`config.mk`:
```
export PLATFORM = sky130hd
export DESIGN_NAME = frame_serializer
export DESIGN_NICKNAME = d
export VERILOG_FILES = /design/src/rtl/frame_pkg.sv /design/src/rtl/frame_piso.sv /design/src/rtl/frame_serializer.sv
export SDC_FILE = /design/constraint.sdc
export NUM_CORES = 1
export LEC_CHECK = 0
export ABC_AREA = 1
export CORE_ASPECT_RATIO = 1.5
export CORE_UTILIZATION = 35
export DETAILED_ROUTE_END_ITERATION = 10
export GPL_TIMING_DRIVEN = 0
export SLEW_MARGIN = 20
export SYNTH_ARGS = -nofsm -noshare
export SYNTH_HDL_FRONTEND = slang
export SYNTH_HIERARCHICAL = 1
export SYNTH_SLANG_ARGS = --single-unit
```
`constraint.sdc`:
```
create_clock -name clk -period 1.4 [get_ports clk]
set_input_delay 0.28 -clock clk [delete_from_list [all_inputs] [get_ports clk]]
set_output_delay 0.28 -clock clk [all_outputs]
set_load 0.01 [all_outputs]
```
`src/rtl/frame_pkg.sv`:
```
// rtl/frame_pkg.sv - frame format constants and state encoding shared by transmitter and receiver
package frame_pkg;

   localparam logic [7:0] SYNC_WORD  = 8'h5A;
   localparam int         SYNC_W     = 8;
   localparam int         CTRL_W     = 8;
   localparam int         DATA_W     = 16;
   localparam int         FRAME_BITS = SYNC_W + CTRL_W + 2 * DATA_W;

   function automatic int max_int(input int a, input int b);
      return (a > b) ? a : b;
   endfunction

   // Widest field; the per-field bit counter must reach this minus one
   localparam int FIELD_MAX = max_int(SYNC_W, max_int(CTRL_W, DATA_W));

   typedef enum logic [2:0] {
      IDLE,
      SYNC,
      CTRL,
      DATA_A,
      DATA_B,
      PARITY,
      GAP
   } frame_state_t;

endpackage

```
`src/rtl/frame_piso.sv`:
```
// rtl/frame_piso.sv - parallel-load MSB-first shift register holding one frame
module frame_piso
   import frame_pkg::*;
#(
   parameter int W = FRAME_BITS
) (
   input  logic         clk,
   input  logic         reset,
   input  logic         load,
   input  logic         shift,
   input  logic [W-1:0] din,
   output logic         msb
);

   logic [W-1:0] sreg;

   // Load has priority; a shift moves the next frame bit into the MSB
   always_ff @(posedge clk or posedge reset) begin
      if (reset) begin
         sreg <= '0;
      end else if (load) begin
         sreg <= din;
      end else if (shift) begin
         sreg <= {sreg[W-2:0], 1'b0};
      end
   end

   assign msb = sreg[W-1];

endmodule

```
`src/rtl/frame_serializer.sv`:
```
// rtl/frame_serializer.sv - serial frame transmitter (sync, ctrl, A, B; parity bit when FRAME_SERIALIZER_PARITY_EN is defined)
module frame_serializer
   import frame_pkg::*;
#(
   parameter int   GAP_CYCLES = 2,
   parameter logic IDLE_LEVEL = 1'b0
) (
   input  logic              clk,
   input  logic              reset,
   input  logic              in_valid,
   output logic              in_ready,
   input  logic [CTRL_W-1:0] in_ctrl,
   input  logic [DATA_W-1:0] in_a,
   input  logic [DATA_W-1:0] in_b,
   output logic              dout,
   output logic              tx_active,
   output logic              frame_done
);

   // The bit counter also times the inter-frame gap, so size it for both
   localparam int CNT_MAX = max_int(FIELD_MAX, GAP_CYCLES);
   localparam int CW      = (CNT_MAX > 1) ? $clog2(CNT_MAX) : 1;
   localparam logic [CW-1:0] GAP_LAST = (GAP_CYCLES > 0) ? CW'(GAP_CYCLES - 1) : '0;

   frame_state_t  state, state_nxt, after;
   logic [CW-1:0] cnt, cnt_nxt, last_cnt;
   logic          load, shift, emit;
   logic          piso_msb, tx_bit;

   frame_piso #(.W(FRAME_BITS)) u_piso (
      .clk   (clk),
      .reset (reset),
      .load  (load),
      .shift (shift),
      .din   ({SYNC_WORD, in_ctrl, in_a, in_b}),
      .msb   (piso_msb)
   );

   assign in_ready = (state == IDLE);

`ifdef FRAME_SERIALIZER_PARITY_EN
   logic parity_q;

   // Even parity over the payload, captured with the frame so later input changes cannot disturb it
   always_ff @(posedge clk or posedge reset) begin
      if (reset) begin
         parity_q <= 1'b0;
      end else if (load) begin
         parity_q <= ^{in_ctrl, in_a, in_b};
      end
   end

   assign tx_bit = (state == PARITY) ? parity_q : piso_msb;
`else
   assign tx_bit = piso_msb;
`endif

   // State and per-field bit counter
   always_ff @(posedge clk or posedge reset) begin
      if (reset) begin
         state <= IDLE;
         cnt   <= '0;
      end else begin
         state <= state_nxt;
         cnt   <= cnt_nxt;
      end
   end

   // Field lengths and successors; every non-idle state runs until its terminal count
   always_comb begin
      state_nxt = state;
      cnt_nxt   = cnt;
      load      = 1'b0;
      shift     = 1'b0;
      emit      = 1'b0;
      last_cnt  = '0;
      after     = IDLE;
      case (state)
         SYNC: begin
            emit     = 1'b1;
            shift    = 1'b1;
            last_cnt = CW'(SYNC_W - 1);
            after    = CTRL;
         end
         CTRL: begin
            emit     = 1'b1;
            shift    = 1'b1;
            last_cnt = CW'(CTRL_W - 1);
            after    = DATA_A;
         end
         DATA_A: begin
            emit     = 1'b1;
            shift    = 1'b1;
            last_cnt = CW'(DATA_W - 1);
            after    = DATA_B;
         end
         DATA_B: begin
            emit     = 1'b1;
            shift    = 1'b1;
            last_cnt = CW'(DATA_W - 1);
`ifdef FRAME_SERIALIZER_PARITY_EN
            after    = PARITY;
`else
            if (GAP_CYCLES > 0) after = GAP;
            else                after = IDLE;
`endif
         end
`ifdef FRAME_SERIALIZER_PARITY_EN
         PARITY: begin
            emit     = 1'b1;
            last_cnt = '0;
            if (GAP_CYCLES > 0) after = GAP;
            else                after = IDLE;
         end
`endif
         GAP: begin
            last_cnt = GAP_LAST;
            after    = IDLE;
         end
         default: ;
      endcase

      if (state == IDLE) begin
         if (in_valid) begin
            load      = 1'b1;
            state_nxt = SYNC;
            cnt_nxt   = '0;
         end
      end else if (cnt == last_cnt) begin
         state_nxt = after;
         cnt_nxt   = '0;
      end else begin
         cnt_nxt = cnt + CW'(1);
      end
   end

   // Registered line outputs; frame_done marks the first idle cycle after a frame bit
   always_ff @(posedge clk or posedge reset) begin
      if (reset) begin
         dout       <= IDLE_LEVEL;
         tx_active  <= 1'b0;
         frame_done <= 1'b0;
      end else begin
         dout       <= emit ? tx_bit : IDLE_LEVEL;
         tx_active  <= emit;
         frame_done <= tx_active & ~emit;
      end
   end

endmodule

```
==> results.json, run 1 <==
{
  "synth_edf_count": 0,
  "synth.avg_cell_area_sq_um": 8.30,
  "cts-root-buf": "clkbuf_16",
  "routed.top_layer": "met4",
  "clk_latency_ns": 0.32,
  "port_buffers": 46,
  "synthArstFlopShare_pct": 100,
  "required_ns": 1.61,
  "drv_slew": 0,
  "tns_ns": -7.33,
  "ir_worst_vdd_uv": 1120,
  "synthTopCellsByArea": "dfrtp_1 52%, nand3_1 18%, nand2_1 15%",
  "cts_max_level": 3,
  "min_path_type": "in -> async",
  "p_per_area_nw_per_um2": 2630,
  "status": "finished with violations",
  "cp_max_fo": 7,
  "floorplan.initialDensity_pct": 36.3,
  "dieArea_sq_um": 8310,
  "synth_common_cells": "112 x nand2_1, 102 x nand3_1, 58 x dfrtp_1",
  "final.setup_skew_ns": 0.00677,
  "dp.final_hpwl_um": 4380,
  "antenna_found_initial": 0,
  "io_pins": 47,
  "synth_seq_cells": 58,
  "finalNonFillerCells": 533,
  "finalCritPeriodShare_pct": 113,
  "ant_nets": 0,
  "cp-startpoint": "state[0]$_DFFE_PP0P_",
  "drive_gt1_share_pct": 42.5,
  "dr_wl_met2_um": 4240,
  "synth-seq-area-share_pct": 52.2,
  "timing.fmax_mhz": 632,
  "wl_met3_um": 198,
  "drt-met1-wl_um": 2990,
  "clockBufferDepth": 2,
  "yosysMostFrequentCell": "nand2_1",
  "fillers": 648,
  "fin_nets": 470,
  "diodes": 0,
  "pwr-share-clk_pct": 18.8,
  "drc": 0,
  "first_pass_iters": 4,
  "hold_ws_ns": 0.348,
  "violations": "negative setup slack",
  "placed_cells": 489,
  "p_int_mw": 7.33,
  "grt_util_all_layers_pct": 18.8,
  "clock-sinks": 58,
  "synth_top_area_share_pct": 52.2,
  "die_h_um": 111,
  "rows": 39,
  "criticalPathCategory": "reg -> reg",
  "worstPathArrival_ns": 1.79,
  "p_leak_nw": 2.37,
  "hold_viol_final": 0,
  "drt_iter0_markers": 150,
  "clkTransAtPathRegs_ns": 0.05,
  "area_delta_synth_final_pct": 69.0,
  "drt-vias-per-instance": 4.98,
  "grt_pass1_wl_um": 12100,
  "power_frac_seq_pct": 24.9,
  "rsz0062_at_grt": "yes",
  "wirelength_um": 7570,
  "synthesis.instances": 335,
  "routabilityCongestion": 0.792,
  "grt_max_degree": 49,
  "cts_buffers": 9,
  "startpoint_type": "register",
  "setup_ws_ns": -0.182,
  "yosys_warnings": 6,
  "synth_top_area_cell": "dfrtp_1",
  "drv_cap": 0,
  "pwr-share-comb_pct": 56.3,
  "overflow": 0,
  "hold_buffers": 0,
  "synth_area_sq_um": 2780,
  "grt_pass1_vias": 2697,
  "switching_power_mw": 5.02,
  "vias": 2654,
  "synthDistinctLibCells": 26,
  "finalSetupViolCount": 57,
  "switching_share_pct": 40.6,
  "yosys_most_used_dff": "dfrtp_1",
  "fin_crit_ns": 1.58,
  "cts_tree": "done",
  "fp.dieW_um": 74.8,
  "core-area_sq_um": 7660,
  "wire_per_inst_um": 14.2,
  "end_kind": "register",
  "reg2reg_from": "state[0]$_DFFE_PP0P_"
}
==> area by class of cell <==
cell class | instances | area, sq um | share of cell area (%)
well taps | 102 | 128 | 2.72
inverters | 13 | 62.6 | 1.33
clock buffers | 10 | 229 | 4.87
multi-input cells | 250 | 1710 | 36.5
repair buffers | 74 | 793 | 16.9
plain buffers | 20 | 228 | 4.85
clock inverters | 6 | 90.1 | 1.92
flip-flops and latches | 58 | 1450 | 30.9
==> worst paths after layout <==
kind	endpoint	slack, ns	cells after the start
max in group asynchronous	u_piso/sreg[20]$_DFFE_PP0P_	0.53	3
min in group clk	u_piso/sreg[39]$_DFFE_PP0P_	0.48	2
hold reg to reg	u_piso/sreg[39]$_DFFE_PP0P_	0.48	2
setup / recovery	u_piso/sreg[30]$_DFFE_PP0P_	-0.18	11
hold / removal	tx_active$_DFF_PP0_	0.35	2
setup reg to reg	u_piso/sreg[30]$_DFFE_PP0P_	-0.18	11
==> cells by family after synthesis <==
family          share of synthesized area (%)
compound gates                           1.40
xor+xnor                                0.630
fa+ha+maj                               0.450
buf+inv                                  6.53
flops                                    52.2
other cells                             0.270
simple gates                             38.5
==> repair_timing <==
| action | in CTS | in global routing |
|---|---|---|
| setup endpoints to repair | 59 | 57 |
| pin swaps | 22 | 13 |
| gates cloned | 3 | 3 |
| resized for setup | 116 | 50 |
| setup buffers | 19 | 3 |
==> layer usage <==
layer / track usage [%] / vias to the layer above
li1: - / 1278
met1: 22.6 / 1311
met2: 31.8 / 51
met3: 3.91 / 14
met4: 7.67 / 0
met5: 0 / -
==> sequential cells by signal, indices dropped and copies added, names as in the netlist <==
| name | flops |
|---|---|
| state | 3 |
| cnt | 4 |
| u_piso/sreg | 48 |
| frame_done | 1 |
| tx_active | 1 |
| dout | 1 |
==> worst max-delay path, stage by stage (launching register included) <==
cell and delay (ns):
dfrtp_1 0.40, buf_6 0.14, nor2_4 0.10, nand2_2 0.08, nand2_4 0.10, clkinv_4 0.08, nand2_8 0.09, nor2_4 0.05
buf_8 0.14, buf_6 0.14, nand2_2 0.07, nand3_2 0.06
==> through the flow <==
stage / cell area [sq um] / util, % / power [mW] / worst slack [ns]
after floorplan: 2860 / - / 5.95 / -0.00845
after global routing: 4700 / 61.3 / 13.1 / -0.233
after CTS: 4390 / 57.3 / 11.5 / -0.130
final: 4700 / 61.3 / 12.3 / -0.182
after detailed placement: 3450 / 45.0 / 7.00 / -0.317
after global placement: 3450 / 45.0 / 6.92 / -0.299
==> cell usage in the layout (no fill, tap or decap), drive strengths merged <==
master         Yosys  routed
nor2               9       9
a21boi             1       1
clkdlybuf4s50      0      42
dlygate4sd2        0       3
nand4              2       2
nand2            119     119
ha                 1       1
clkinvlp           0       2
dfrtp             58      58
clkbuf             3      16
inv               12      12
nand3            104     104
o21ai              4       4
buf               17      43
xor2               1       1
bufinv             0       2
xnor2              1       1
conb               2       8
clkinv             1       3
==> power groups by stage <==
stage | sequential [mW] | combinational (mW) | clock [mW]
after CTS | 2.97 | 6.15 | 2.36
after floorplan | 2.80 | 3.15 | 0
final | 3.08 | 6.95 | 2.32
after detailed placement | 2.89 | 4.11 | 0
after global placement | 2.87 | 4.05 | 0
after global routing | 3.15 | 7.53 | 2.45
Power figures use the tool's default switching activity.
==> run 2, diff against run 1 <==
- CELL_PAD_IN_SITES_DETAIL_PLACEMENT: default -> 0
- CELL_PAD_IN_SITES_GLOBAL_PLACEMENT: default -> 1
- PLACE_DENSITY_LB_ADDON: default -> 0.1
==> run 2 against run 1 <==
  * The run still ends with negative setup slack left
  * Sequential share of layout area decreased by 0.99 points
  * Clock skew increased by 0.00057 ns
  * Worst hold slack got worse by 0.023 ns
  * Maximum frequency increased by 1.5%
  * Die area unchanged
  * Via count decreased by 1.0%
  * Non-clock buffer count increased by 6
  * Clock power increased by 2%
  * Combinational power increased by 5.0%
  * Cell area increased by 3.4%
==> results.json, run 2 (synthesis results as in run 1) <==
{
  "floorplan.initialDensity_pct": 36.3,
  "clk_latency_ns": 0.33,
  "rsz0062_at_grt": "yes",
  "p_int_mw": 7.61,
  "port_buffers": 46,
  "regMostFlops": "u_piso/sreg",
  "wirelength_um": 7960,
  "drv_slew": 0,
  "drive_gt1_share_pct": 44.6,
  "drt-vias-per-instance": 4.87,
  "worst-path-buf-inv": 3,
  "die_h_um": 111,
  "hold_viol_final": 0,
  "overflow": 0,
  "routabilityCongestion": 0.795,
  "tns_ns": -6.01,
  "final_util_pct": 63.4,
  "largest_reg_flops": 48,
  "core-area_sq_um": 7660,
  "first_pass_iters": 4,
  "setup_ws_ns": -0.158,
  "finalCritPeriodShare_pct": 111,
  "p_leak_nw": 2.39,
  "switching_power_mw": 5.12,
  "power_frac_seq_pct": 24.2,
  "cts-root-buf": "clkbuf_16",
  "min_path_type": "in -> async",
  "cts_max_level": 3,
  "cts_buffers": 9,
  "path_cells": "nor2_1, nand2_1, nand2_2, clkinv_4, nand2_8, nor2_4, buf_8, clkbuf_16, nand2_2, nand3_2",
  "layout_commonest_cell": "nand2_1",
  "pwr-share-comb_pct": 57.3,
  "cts_tree": "done",
  "r2r_setup_slack_ns": -0.16,
  "switching_share_pct": 40.2,
  "hold_ws_ns": 0.325,
  "diodes": 0,
  "area_delta_synth_final_pct": 74.8,
  "preCtsSetupSlack_ns": -0.308,
  "drt_iter0_markers": 150,
  "fp.dieW_um": 74.8,
  "pwr-share-clk_pct": 18.5,
  "rows": 39,
  "crit_top_cell": "nand2_2",
  "p_per_area_nw_per_um2": 2620,
  "timing.fmax_mhz": 642,
  "grt_pass1_vias": 2509,
  "ir_worst_vdd_uv": 1170,
  "final_cell_mix": "86 x nand2_1, 65 x nand3_2, 55 x dfrtp_1",
  "grt_max_degree": 26,
  "top_regs": "u_piso/sreg (48), cnt (4), state (3)",
  "antenna_found_initial": 0,
  "io_pins": 47,
  "slowest_delay_ns": 0.44,
  "clock-sinks": 58,
  "ant_nets": 0,
  "violations": "negative setup slack",
  "grt_util_all_layers_pct": 18.2,
  "cp_top_family": "simple AND/OR/NAND/NOR gates",
  "postPlaceCellArea_sq_um": 3470,
  "dp.final_hpwl_um": 4520,
  "worstMarginPinSlew_ns": 0.575,
  "dieArea_sq_um": 8310,
  "vias": 2627,
  "maxSlewHeadroom_pct": 61.6,
  "clkTransAtPathRegs_ns": 0.05,
  "status": "finished with violations",
  "drc": 0,
  "finalSetupViolCount": 56,
  "startpoint_type": "register",
  "fin_crit_ns": 1.56,
  "drv_cap": 0,
  "end_kind": "register",
  "grt_pass1_wl_um": 11500,
  "worstPathArrival_ns": 1.77,
  "clockBufferDepth": 2,
  "fin_nets": 476,
  "final_area_sq_um": 4860,
  "required_ns": 1.62,
  "cp_max_fo": 6,
  "slowest_stage": "dfrtp_2",
  "wire_per_inst_um": 14.8,
  "criticalPathCategory": "reg -> reg",
  "final.setup_skew_ns": 0.00735
}
## run 2: cell count changes in the layout (fill, tap and decap cells not counted), sizes merged
cell	previous run	this run
buf	43	47
inv	12	11
clkbuf	16	19
## run 2: power groups by stage
stage,clock [mW],sequential [mW],combinational [mW]
3_5_place_dp,0,2.89,4.18
3_3_place_gp,0,2.89,4.11
6_report,2.36,3.08,7.30
4_1_cts,2.40,2.86,4.81
2_1_floorplan,0,2.80,3.15
5_1_grt,2.49,3.16,7.90
## run 2: routing by layer
metal  global-route usage (%)  vias up  wire, um
met3                     4.45       13       230
li1                         -     1285         -
met5                        0        -         0
met2                     29.7       52      4240
met1                     22.1     1277      3330
met4                     7.92        0       152
## run 2: worst paths after layout
path | cells after the start | to | startpoint
worst min-delay path | 2 | dout$_DFF_PP0_ | reset
worst max register to register | 10 | u_piso/sreg[33]$_DFFE_PP0P_ | state[0]$_DFFE_PP0P_
worst max-delay path | 10 | u_piso/sreg[33]$_DFFE_PP0P_ | state[0]$_DFFE_PP0P_
max in group asynchronous | 3 | u_piso/sreg[26]$_DFFE_PP0P_ | reset
worst min register to register | 2 | frame_done$_DFF_PP0_ | tx_active$_DFF_PP0_
min in group clk | 2 | frame_done$_DFF_PP0_ | tx_active$_DFF_PP0_
## run 2: worst register-to-register path, delay by kind of cell (launching register included)
family,cells,cell delay [ns]
buffers and inverters,3,0.39
DFF,1,0.44
and+or+nand+nor,7,0.62
## run 2: layout make-up
cell class,instances,area (sq um)
fill,662,2800
multi-input combinational,250,1740
sequential,58,1460
timing repair buffer,81,896
buffer,19,248
clock buffer,11,243
tap,102,128
clock inverter,5,77.6
inverter,13,70.1
## run 2: per-stage QoR
stage | power [mW] | std cells
2_1_floorplan | 5.95 | 341
3_3_place_gp | 7.00 | 489
3_5_place_dp | 7.07 | 490
4_1_cts | 10.1 | 526
5_1_grt | 13.6 | 539
6_report | 12.7 | 539
## run 2: timing repair
action                     4_1_cts  5_1_grt
setup buffers                   20        8
hold buffers                     0        0
resized for setup               27      141
setup endpoints to repair       59       56
gates cloned                     0        8
pin swaps                        5       33
==> run 3, diff against run 2 <==
- CTS_CLUSTER_SIZE: default -> 28
- TNS_END_PERCENT: default -> 100
==> results of run 3 <==
Final layout, timing and power as in run 2 (identical DEF).
